[config.mk]
export PLATFORM = sky130hd
export DESIGN_NAME = dep_issue_scheduler
export DESIGN_NICKNAME = d
export VERILOG_FILES = /design/src/rtl/dep_issue_scheduler_pkg.sv /design/src/rtl/dep_issue_scheduler_prio_enc.sv /design/src/rtl/dep_issue_scheduler.sv
export SDC_FILE = /design/constraint.sdc
export NUM_CORES = 2
export LEC_CHECK = 0
export CAP_MARGIN = 20
export CORE_MARGIN = 5
export CORE_UTILIZATION = 30
export CTS_CLUSTER_DIAMETER = 200
export CTS_CLUSTER_SIZE = 8
export DETAILED_ROUTE_END_ITERATION = 10
export PLACE_DENSITY = 0.5
export SLEW_MARGIN = 20
export SYNTH_ARGS = -nofsm -noshare
export SYNTH_HDL_FRONTEND = slang
export SYNTH_SLANG_ARGS = --single-unit
export TNS_END_PERCENT = 5
[constraint.sdc]
create_clock -name clk -period 3.31 [get_ports clk]
set_clock_uncertainty 0.15 [all_clocks]
set_input_delay 0.331 -clock clk [delete_from_list [all_inputs] [get_ports clk]]
set_output_delay 0.331 -clock clk [all_outputs]
set_load 0.02 [all_outputs]
[src/rtl/dep_issue_scheduler_pkg.sv]
// Shared types and sizing for the dependency issue scheduler.
// Index and count widths are also consumed by the IRT.
package dep_issue_scheduler_pkg;

  localparam int BS    = 32;
  localparam int IDX_W = $clog2(BS);
  localparam int CNT_W = $clog2(BS + 1);

  typedef enum logic [1:0] {
    FREE   = 2'd0,
    WAIT   = 2'd1,
    READY  = 2'd2,
    ISSUED = 2'd3
  } entry_state_t;

endpackage

[src/rtl/dep_issue_scheduler_prio_enc.sv]
// Lowest-set-bit priority encoder.
// index is zero when no request bit is set.
module prio_enc_lsb #(
  parameter int n = 32
) (
  input  logic [n-1:0]         req,
  output logic                 found,
  output logic [$clog2(n)-1:0] index
);

  localparam int w = $clog2(n);

  always_comb begin
    found = |req;
    index = '0;
    for (int i = n - 1; i >= 0; i--) begin
      if (req[i]) index = w'(i);
    end
  end

endmodule

[src/rtl/dep_issue_scheduler.sv]
// Consumer side of the instruction relation table: tracks per-entry
// dependency rows, wakes entries as producers complete, issues lowest ready.
module dep_issue_scheduler
  import dep_issue_scheduler_pkg::*;
#(
  parameter int bs = BS
) (
  input  logic                   clk,
  input  logic                   rst,
  input  logic                   alloc_valid,
  input  logic [$clog2(bs)-1:0]  alloc_index,
  input  logic [0:bs-1]          alloc_dept,
  output logic                   issue_valid,
  output logic [$clog2(bs)-1:0]  issue_index,
  input  logic                   issue_ready,
  input  logic                   cmpl_valid,
  input  logic [$clog2(bs)-1:0]  cmpl_index,
  output logic [$clog2(bs+1)-1:0] occupancy,
  output logic                   full,
  output logic                   alloc_err
);

  localparam int iw = $clog2(bs);
  localparam int cw = $clog2(bs + 1);

  entry_state_t st [bs];
  logic [0:bs-1] dep [bs];
  logic [bs-1:0] ready_vec;

  logic          cmpl_ok;
  logic          alloc_ok;
  logic          issue_fire;
  logic [0:bs-1] self_m;
  logic [0:bs-1] cmpl_m;
  logic [0:bs-1] clr_m;
  logic [0:bs-1] masked;

  // A same-edge completion of the target entry frees it for reuse.
  always_comb begin
    cmpl_ok  = cmpl_valid && (st[cmpl_index] == ISSUED);
    alloc_ok = alloc_valid &&
               ((st[alloc_index] == FREE) ||
                (cmpl_ok && (cmpl_index == alloc_index)));
    issue_fire = issue_valid && issue_ready;
    self_m = '0;
    self_m[alloc_index] = 1'b1;
    cmpl_m = '0;
    if (cmpl_valid) cmpl_m[cmpl_index] = 1'b1;
    clr_m  = cmpl_ok ? cmpl_m : '0;
    masked = alloc_dept & ~self_m & ~cmpl_m;
  end

  for (genvar g = 0; g < bs; g++) begin : g_ent
    assign ready_vec[g] = (st[g] == READY);

    always_ff @(posedge clk) begin
      if (rst) begin
        st[g]  <= FREE;
        dep[g] <= '0;
      end else if (alloc_ok && (alloc_index == iw'(g))) begin
        dep[g] <= masked;
        st[g]  <= (|masked) ? WAIT : READY;
      end else begin
        dep[g] <= dep[g] & ~clr_m;
        // Wakeup looks at the registered row: one edge after the clear.
        case (st[g])
          WAIT:
            if (dep[g] == '0) st[g] <= READY;
          READY:
            if (issue_fire && (issue_index == iw'(g))) st[g] <= ISSUED;
          ISSUED:
            if (cmpl_ok && (cmpl_index == iw'(g))) st[g] <= FREE;
          default: st[g] <= st[g];
        endcase
      end
    end
  end

  prio_enc_lsb #(.n(bs)) u_pick (
    .req   (ready_vec),
    .found (issue_valid),
    .index (issue_index)
  );

  always_ff @(posedge clk) begin
    if (rst) begin
      occupancy <= '0;
      alloc_err <= 1'b0;
    end else begin
      occupancy <= occupancy + cw'(alloc_ok) - cw'(cmpl_ok);
      alloc_err <= alloc_valid && !alloc_ok;
    end
  end

  assign full = (occupancy == cw'(bs));

endmodule

==> flow_summary.toml <==
[routing]
routedWlPerCell_um = 28.8
ant_nets = 0
wl_met2_mm = 103
drt-met1-wl_mm = 96.3
vias_per_cell = 5.69
drc = 0
vias = 44839
highest-signal-layer = "met4"
routed_wl_mm = 227
firstDrtPassIters = 6
drt_iter0_drc = 5418
routed-wl-met3_mm = 16.3

[logic_synthesis]
synth-simple-area-share = 0.130
postSynthAreaPerCell_um2 = 13.0
ys_seq_elements = 1095
synth_top_family_by_area = "compound AO/OA/AOI/OAI gates"
async_flop_share = 0
syn-instance-count = 4052
synth_ff_type = "edfxtp_1"
yosysWarningCount = 0
synth_compound_area_frac = 0.202
synth_xor_area_frac = 0.00150
synthDistinctLibCells = 92
synthMuxAreaShare = 0.00212
ys_seq_area_frac = 0.624
synth-edff-count = 1088
synth_fa_ha_area_frac = 0.00228
syn_area_um2 = 52600

[timing]
finalHoldViolCount = 0
rsz0062_at_grt = "yes"
setup_slack_ns = -0.168
slew_headroom = 0.470
final.min_clock_period_ns = 3.48
slew_violations = 0
worst_slew_pin_slew_ns = 0.795
setup_viol = 405
fin_crit_sh = 1.05
fmax_mhz = 288

[critical_path]
crit_required_ns = 3.67
r2r_slack_ns = -0.17
crit_path_max_fanout = 16
cp.arrival_ns = 3.84
reg2reg_to = "st[7][0]"
ff2ff_path_depth = 13
start_kind = "flop"
path_class = "flop to flop"
reg2reg_from = "st[23][1]"
startpoint = "st[23][1]"
cp-end-kind = "flop"
endpoint = "st[7][0]"

[clock_network]
numCtsBuffers = 154
root_buffer = "clkbuf_16"
clock-sinks = 1095
clk_pin_slew_ns = 0.05
cts_tree = "done"
clk_latency_ns = 0.80
clockBufferDepth = 3
h-tree-depth = 4

[final_layout]
multi_input_area_um2 = 22700
final-seq-area_um2 = 32800
layout.nets = 5576
drive_gt1_frac = 0.199
fin_util = 0.406
syn_to_final_growth_pct = 34.5
layout_commonest_cell = "edfxtp_1"
stdcell_count = 7876
fillers = 16613
layout_common_cells = "edfxtp_1, conb_1, a32o_1"

[floorplanning]
start_util = 0.302
die_w_um = 429
design.core.area_um2 = 174000
rows = 153
fp.dieH_um = 429
die_area_um2 = 184000
io_pins = 61

[power_and_ir_drop]
netSwitchingPower_uw = 8830
powerDensity_nw_per_um2 = 495
p_clk_frac = 0.412
p_leak_uw = 0.0258
sequentialPowerShare = 0.478
p_int_uw = 26200
p_sw_frac = 0.252
peakVddDrop_mv = 0.548
comb_power_share = 0.110

[placed_design]
dp_cells = 7624
place_hpwl_mm = 153
place_congestion = 1.01
numPortBuffers = 60

[global_routing]
gr-total-overflow = 0
track_usage = 0.236
grt_pass1_vias = 42507
antenna_found_initial = 4
grt_pass1_wl_mm = 317
grt_max_degree = 91

[outcome]
violations = "setup timing"
run_status = "complete, but fails checks"

[flow_run]
drv_cap = 0

[worst_hold_path]
hold_class = "flop to flop"
-- registers in the layout, indices dropped and copies added (netlist names) --
name / count
dep: 1024
st: 64
alloc_err: 1
occupancy: 6
-- worst min-delay path by stage --
| stage | start | to | slack (ns) | depth (start not counted) |
|---|---|---|---|---|
| finish | dep[1][123] | dep[1][123] | 0.43 | 2 |
| global route | dep[0][93] | dep[0][93] | 0.44 | 1 |
| CTS | alloc_index[1] | st[24][0] | 0.39 | 7 |
| detailed placement | dep[1][116] | dep[1][116] | 0.41 | 2 |
| global placement | dep[1][116] | dep[1][116] | 0.41 | 2 |
| floorplan | dep[1][115] | dep[1][115] | 0.38 | 2 |
-- synthesized netlist by cell type (all sizes together), types with 6 or more instances --
cell	n	area, um2
nand2	191	717
nor4b	34	349
o221a	6	67.6
a21o	10	75.1
nand4	186	1160
nand2b	22	138
a31oi	27	219
nor2	82	330
a22oi	10	75.1
o31a	6	52.6
and4	23	201
o211ai	12	90.1
o2bb2ai	26	228
a32o	716	7170
buf	142	726
o21ai	214	1070
nor3	34	200
ha	8	100
o22ai	50	313
a221o	8	80.1
o221ai	6	52.6
a21oi	115	602
clkbuf	319	1200
or4	32	240
edfxtp	1088	32700
nor4	239	1520
and2	24	150
nand3	190	951
nand3b	6	45.0
a211oi	7	57.6
and4bb	7	87.6
inv	26	97.6
nor2b	41	257
and3	42	263
a221oi	8	70.1
dfxtp	7	140
-- metal layers --
metal | track usage | vias up
met5 | 0 | -
li1 | - | 19173
met2 | 0.372 | 2068
met4 | 0.105 | 0
met1 | 0.324 | 23207
met3 | 0.0330 | 391
-- power groups by stage --
stage	combinational, uW	clock (uW)	sequential, uW
2_1_floorplan	1820	0	16800
3_3_place_gp	3520	0	17000
3_5_place_dp	3530	0	17000
4_1_cts	3680	14700	16700
5_1_grt	4070	15300	16800
6_report	3850	14400	16800
-- critical path, stage by stage, from the launching register on --
cell,delay (ns)
edfxtp_1,0.47
and3_4,0.24
a311oi_4,0.31
a2111oi_4,0.10
nor4_4,0.29
buf_4,0.17
a21o_1,0.14
buf_4,0.18
a211oi_4,0.08
buf_6,0.14
buf_12,0.14
a21oi_4,0.37
clkbuf_16,0.28
nand3_1,0.12
-- cells by family (layout without fill, tap and decap cells) --
logic type / Yosys count / count (layout)
compound gates: 1264 / 1264
simple gates: 1181 / 1181
flops: 1095 / 1095
buf+inv: 487 / 961
fa+ha+maj: 9 / 9
xor+xnor: 9 / 9
mux: 6 / 6
other cells: 1 / 1026
-- final cells by class --
cell class                 count  share of cell area
clock inverter                11             0.00260
clock buffer                 174              0.0564
antenna                        2           0.0000707
sequential                  1095               0.464
inverter                      26             0.00145
multi-input combinational   3493               0.321
timing repair buffer         750               0.113
tap                         2325              0.0411
-- per-stage QoR --
step | power, uW | worst slack (ns) | hold WS (ns) | cell area [um2] | TNS [ns]
6_report | 35100 | -0.168 | 0.425 | 70800 | -34.59
4_1_cts | 35200 | -0.194 | 0.390 | 70100 | -5.01
5_1_grt | 36200 | -0.253 | 0.442 | 70800 | -65.70
2_1_floorplan | 18700 | -0.00937 | 0.382 | 56500 | -0.00937
3_3_place_gp | 20500 | -0.824 | 0.405 | 65200 | -412.73
3_5_place_dp | 20500 | -0.656 | 0.414 | 65200 | -427.62
-- what timing repair did --
item,in CTS,in global routing
gates resized for setup,129,63
setup buffers,39,27
gates cloned,0,8
hold buffers,1,0
hold endpoints to repair,8,0
endpoints found under the setup margin,595,697
pin swaps,52,27
Power figures use the tool's default switching activity.
